$ cat src/rtl/fifo_port_scheduler.sv
// fifo_port_scheduler: lets NREQ requesters share one adder datapath.
// Issue side grants the input FIFO round-robin and records each issuer's ID
// in an in-order tag queue. Return side reads each result from the return
// FIFO and presents it to the requester at the head of the tag queue.

module fifo_port_scheduler #(
    parameter int unsigned NREQ       = 4,
    parameter int unsigned DW         = 32,
    parameter int unsigned FIFO_DEPTH = 16,
    parameter int unsigned TAG_DEPTH  = 16
) (
    input  logic                         clk_main_a0,
    input  logic                         rst_main_n_sync,
    input  logic [NREQ-1:0]              req_valid,
    input  logic [NREQ*DW-1:0]           req_data,
    output logic [NREQ-1:0]              req_ready,
    output logic                         fifo_in_wr,
    output logic [DW-1:0]                fifo_in_din,
    input  logic [7:0]                   fifo_in_size,
    input  logic                         fifo_out_empty,
    output logic                         fifo_out_rd,
    input  logic [DW-1:0]                fifo_out_dout,
    output logic [NREQ-1:0]              rsp_valid,
    output logic [DW-1:0]                rsp_data,
    input  logic [NREQ-1:0]              rsp_ready,
    output logic [$clog2(TAG_DEPTH):0]   outstanding,
    output logic                         orphan_err
);

    localparam int unsigned IdW  = $clog2(NREQ);
    localparam int unsigned PtrW = $clog2(TAG_DEPTH);
    localparam int unsigned CntW = PtrW + 1;

    typedef enum logic [1:0] {
        RIdle,
        RWait,
        RCapture,
        RPresent
    } ret_state_e;

    // Issue-side state
    logic            fifo_in_wr_q;
    logic [DW-1:0]   fifo_in_din_q;
    logic [IdW-1:0]  last_grant_q;

    // Tag queue state
    logic [IdW-1:0]  tag_mem [TAG_DEPTH];
    logic [PtrW-1:0] wr_ptr_q;
    logic [PtrW-1:0] rd_ptr_q;
    logic [CntW-1:0] count_q;
    logic [IdW-1:0]  head_tag;

    // Return-side state
    ret_state_e      state_q, state_d;
    logic            fifo_out_rd_q, fifo_out_rd_d;
    logic [NREQ-1:0] rsp_valid_q, rsp_valid_d;
    logic [DW-1:0]   rsp_data_q, rsp_data_d;
    logic            orphan_q, orphan_d;

    logic            can_issue;
    logic            push;
    logic            pop;
    logic [IdW-1:0]  grant_idx;
    logic [31:0]     credit_sum;

    // A write strobed last cycle is not yet counted in fifo_in_size, so credit it here.
    assign credit_sum = {24'd0, fifo_in_size} + {31'd0, fifo_in_wr_q};
    assign can_issue  = (credit_sum < FIFO_DEPTH) && (count_q < CntW'(TAG_DEPTH));
    assign head_tag   = tag_mem[rd_ptr_q];

    // Round-robin search starting just after the last granted requester.
    always_comb begin
        logic [IdW-1:0] cand;
        cand      = '0;
        grant_idx = last_grant_q;
        push      = 1'b0;
        req_ready = '0;
        for (int unsigned k = 1; k <= NREQ; k++) begin
            cand = last_grant_q + IdW'(k);
            if (can_issue && !push && req_valid[cand]) begin
                push      = 1'b1;
                grant_idx = cand;
            end
        end
        if (push) begin
            req_ready[grant_idx] = 1'b1;
        end
    end

    // Register the input FIFO write and remember who was granted.
    always_ff @(posedge clk_main_a0 or negedge rst_main_n_sync) begin
        if (!rst_main_n_sync) begin
            fifo_in_wr_q  <= 1'b0;
            fifo_in_din_q <= '0;
            last_grant_q  <= IdW'(NREQ - 1);
        end else begin
            fifo_in_wr_q <= push;
            if (push) begin
                fifo_in_din_q <= req_data[grant_idx*DW +: DW];
                last_grant_q  <= grant_idx;
            end
        end
    end

    // Tag storage; contents are don't-care until written, so no reset.
    always_ff @(posedge clk_main_a0) begin
        if (push) begin
            tag_mem[wr_ptr_q] <= grant_idx;
        end
    end

    // Tag queue pointers and occupancy; push and pop may coincide.
    always_ff @(posedge clk_main_a0 or negedge rst_main_n_sync) begin
        if (!rst_main_n_sync) begin
            wr_ptr_q <= '0;
            rd_ptr_q <= '0;
            count_q  <= '0;
        end else begin
            if (push) begin
                wr_ptr_q <= wr_ptr_q + PtrW'(1);
            end
            if (pop) begin
                rd_ptr_q <= rd_ptr_q + PtrW'(1);
            end
            unique case ({push, pop})
                2'b10:   count_q <= count_q + CntW'(1);
                2'b01:   count_q <= count_q - CntW'(1);
                default: count_q <= count_q;
            endcase
        end
    end

    // Return FSM next-state and registered-output logic.
    always_comb begin
        state_d       = state_q;
        fifo_out_rd_d = 1'b0;
        rsp_valid_d   = rsp_valid_q;
        rsp_data_d    = rsp_data_q;
        orphan_d      = orphan_q;
        pop           = 1'b0;
        unique case (state_q)
            RIdle: begin
                if (!fifo_out_empty) begin
                    fifo_out_rd_d = 1'b1;
                    state_d       = RWait;
                end
            end
            RWait: begin
                // Read strobe is high this cycle; data follows next cycle.
                state_d = RCapture;
            end
            RCapture: begin
                if (count_q != '0) begin
                    rsp_data_d            = fifo_out_dout;
                    rsp_valid_d           = '0;
                    rsp_valid_d[head_tag] = 1'b1;
                    state_d               = RPresent;
                end else begin
                    // Result with no issuer on record: drop it and flag.
                    orphan_d = 1'b1;
                    state_d  = RIdle;
                end
            end
            RPresent: begin
                if (rsp_ready[head_tag]) begin
                    rsp_valid_d = '0;
                    pop         = 1'b1;
                    state_d     = RIdle;
                end
            end
            default: state_d = RIdle;
        endcase
    end

    // Return FSM state and output registers.
    always_ff @(posedge clk_main_a0 or negedge rst_main_n_sync) begin
        if (!rst_main_n_sync) begin
            state_q       <= RIdle;
            fifo_out_rd_q <= 1'b0;
            rsp_valid_q   <= '0;
            rsp_data_q    <= '0;
            orphan_q      <= 1'b0;
        end else begin
            state_q       <= state_d;
            fifo_out_rd_q <= fifo_out_rd_d;
            rsp_valid_q   <= rsp_valid_d;
            rsp_data_q    <= rsp_data_d;
            orphan_q      <= orphan_d;
        end
    end

    assign fifo_in_wr  = fifo_in_wr_q;
    assign fifo_in_din = fifo_in_din_q;
    assign fifo_out_rd = fifo_out_rd_q;
    assign rsp_valid   = rsp_valid_q;
    assign rsp_data    = rsp_data_q;
    assign outstanding = count_q;
    assign orphan_err  = orphan_q;

endmodule

$ cat config.mk
export PLATFORM = sky130hd
export DESIGN_NAME = fifo_port_scheduler
export DESIGN_NICKNAME = d
export VERILOG_FILES = /design/src/rtl/fifo_port_scheduler.sv
export SDC_FILE = /design/constraint.sdc
export NUM_CORES = 1
export LEC_CHECK = 0
export ABC_CLOCK_PERIOD_IN_PS = 8800
export BUFFER_PORTS_ARGS = -buffer_cell sky130_fd_sc_hd__buf_4
export CORE_UTILIZATION = 52
export CTS_CLUSTER_SIZE = 14
export DETAILED_ROUTE_END_ITERATION = 16
export PLACE_DENSITY = 0.88
export SETUP_SLACK_MARGIN = 0.3
export SYNTH_ARGS = -nofsm -noshare
export SYNTH_HDL_FRONTEND = slang
export SYNTH_SLANG_ARGS = --single-unit
$ cat constraint.sdc
create_clock -name clk_main_a0 -period 8.8 [get_ports clk_main_a0]
set_clock_uncertainty 0.2 [all_clocks]
set_input_delay 1.76 -clock clk_main_a0 [delete_from_list [all_inputs] [get_ports clk_main_a0]]
set_output_delay 1.76 -clock clk_main_a0 [all_outputs]
set_load 0.02 [all_outputs]
==> metrics <==
max-slew violations 0; via count 4804; CP endpoint req_ready[0]; Post-DP HPWL 12500 µm; VDD IR max 215 µV; Die Y 109 µm; worst-margin pin slew 1.10 ns; crit share post-route 70.9%; P_leak 4.08 nW; total of max-cap violations 0; layout cell share with drive strength beyond 1 50.5%; vias per inst 5.57; initial antenna violation count 1; largest net degree at the start of global routing 89; leading cell type in the layout, fill and taps excluded buf_4; GPL Wtd Cong 0.858; Syn Std Cell Area 5970 µm²; DIE AREA 11900 µm²; synth unique cells 53; worst path required time 6.84 ns; row count 38; relative slew slack 26.4%; Synth async-reset ratio 73.3%; ys flop type dfrtp_1; post-cts gate resize count 0; DRC Markers 0; WP data arrival 4.28 ns; number of global-route vias before repair 4880; status complete, no violations; worst hold-check path type register to register; Setup crit end kind output pin; Worst Setup Path Type input port to output pin; H-tree depth 4; startpoint types input port; Syn Nets 642; Total Routing Usage GR 28.6%; setup bufs post-CTS 0; post-synthesis sequential area ratio 53.0%; pwr dens 359 nW/µm²; min Tclk post-route 6.24 ns; r2r worst-path depth 13; gr ovfl total 0; commonest cells after routing, fill and taps aside 261 x buf_4, 109 x nand2_1, 86 x dfrtp_1; Worst Hold Depth 2; P&R area growth vs syn 43.3%; fill count 707; Final TNS setup 0 ns; core area 11000 µm²; Hold Violations, Final 0; Syn Area/Cell 13.1 µm²; Final ANT Viol Nets 0; first-pass GRT wire length 24500 µm; Crit Path Max Fanout 44; Port Buffers 258; final net count 895; start point of the critical path fifo_in_size[4]; Synth Register Bits 120; routed length per instance 19.2 µm; WL final 16600 µm; root buffer cell clkbuf_16; Synth Warn # 0; starting density of the core 54.1%; CTS max path bufs 2; # IOs 259; TritonCTS clock tree yes; R2R Path Start rd_ptr_q[0]$_DFFE_PN0P_; clk slew on worst S/H paths 0.05 ns; CTS hold repair buffers 0; Final setup violation count 0; Max Clk Rate 0.160 GHz; Worst Hold Margin 0.276 ns; Cells after Synth 455; RSZ-0062 raised after global routing no; clk sinks 120; die width 109 µm; reg2reg end outstanding[4]$_DFFE_PN0P_; First-pass DRT Iterations 5; Iter 0 DRT Violations 367; cts bufs inserted 17; Reg2Reg Setup Slack 4.16 ns; Worst-Skew Late Latency 0.41 ns; number of synthesized flops with an enable pin 32
[metal layers]
layer | vias to the layer above | GRT usage, % | share of wire [%]
li1 | 2150 | - | -
met3 | 43 | 9.44 | 7.6
met2 | 238 | 48.9 | 53
met4 | 0 | 14.2 | 4.1
met5 | - | 0 | 0
met1 | 2373 | 31.9 | 36
[metrics by stage]
| stage | setup WS (ns) | cells | total power [mW] | utilization (%) | instance area (µm²) |
|---|---|---|---|---|---|
| 2_1_floorplan | 2.97 | 455 | 1.88 | - | 5970 |
| 3_3_place_gp | 2.65 | 829 | 2.30 | 71.9 | 7940 |
| 3_5_place_dp | 2.55 | 829 | 2.35 | 71.9 | 7940 |
| 4_1_cts | 2.55 | 861 | 3.08 | 77.5 | 8550 |
| 5_1_grt | 2.36 | 862 | 3.24 | 77.6 | 8560 |
| 6_report | 2.56 | 862 | 3.07 | 77.6 | 8560 |
[critical path, stage by stage]
cell and delay, ns:
buf_4 0.11, or4_1 0.52, a211o_1 0.35, a21o_1 0.26, inv_2 0.80, nand2_1 0.16, nor2_1 0.15, buf_4 0.17
[logic make-up after synthesis]
logic type / Yosys count / synth area share, %
AO/OA/AOI/OAI: 33 / 3.79
XOR/XNOR: 13 / 1.91
adder cells (fa/ha/maj): 8 / 1.68
buffers and inverters: 37 / 3.71
flip-flops: 120 / 53.0
multiplexers: 80 / 23.6
AND/OR/NAND/NOR: 164 / 12.3
[Yosys cell counts, types with 2 or more instances]
master,count,area (µm²)
mux4_2,31,698
a22oi_1,3,22.5
o21ai_0,10,50.1
buf_12,2,40.0
ha_1,8,100
nand2b_1,4,25.0
clkbuf_1,13,48.8
buf_4,3,22.5
buf_6,3,33.8
inv_2,2,7.51
mux2_2,11,124
a221oi_1,4,35.0
and2_1,9,56.3
a21oi_1,5,25.0
nor3_1,5,25.0
nand4_1,3,18.8
mux2_4,22,330
edfxtp_1,32,961
and4_1,5,43.8
buf_2,3,15.0
or3_1,2,12.5
mux2i_1,9,90.1
xnor2_1,8,70.1
and3_1,4,25.0
nor2b_1,3,18.8
xor2_1,5,43.8
mux4_1,6,158
inv_1,8,30.0
dfstp_2,2,52.6
dfrtp_1,86,2150
nand2_1,109,409
nor2_1,14,52.6
[registers in the layout, summed over array words and instances, names as in the netlist]
signal,flops
fifo_in_din,32
fifo_in_wr,1
fifo_out_rd,1
last_grant_q,2
orphan_err,1
outstanding,5
rd_ptr_q,4
rsp_data,32
rsp_valid,4
state_q,2
tag_mem,32
wr_ptr_q,4
[worst min path at each step]
stage,to,slack [ns],startpoint
after floorplan,fifo_out_rd$_DFF_PN0_,0.28,state_q[0]$_DFFE_PN0P_
after global placement,rsp_data[9]$_DFFE_PN0P_,0.26,rsp_data[9]$_DFFE_PN0P_
after detailed placement,rsp_data[15]$_DFFE_PN0P_,0.26,rsp_data[15]$_DFFE_PN0P_
after CTS,rsp_data[27]$_DFFE_PN0P_,0.28,rsp_data[27]$_DFFE_PN0P_
after global routing,rsp_data[12]$_DFFE_PN0P_,0.29,rsp_data[12]$_DFFE_PN0P_
final,rsp_data[12]$_DFFE_PN0P_,0.28,rsp_data[12]$_DFFE_PN0P_
[layout make-up]
cell class	instances	area, µm²	area share [%]
Clock inverter	7	113	1.32
Antenna cell	1	2.50	0.0292
Sequential cell	120	3170	37.0
Multi-Input combinational cell	298	2600	30.4
Tap cell	140	175	2.05
Timing Repair Buffer	261	1960	22.9
Clock buffer	25	505	5.91
Inverter	10	37.5	0.439
[where the power goes]
part | switching (mW) | internal (mW) | total (mW)
clock network | 0.234 | 0.483 | 0.716
logic | 0.713 | 0.664 | 1.38
registers | 0.178 | 0.799 | 0.977
total | 1.13 | 1.95 | 3.07
Note: power is estimated with default switching activity, not from simulation.
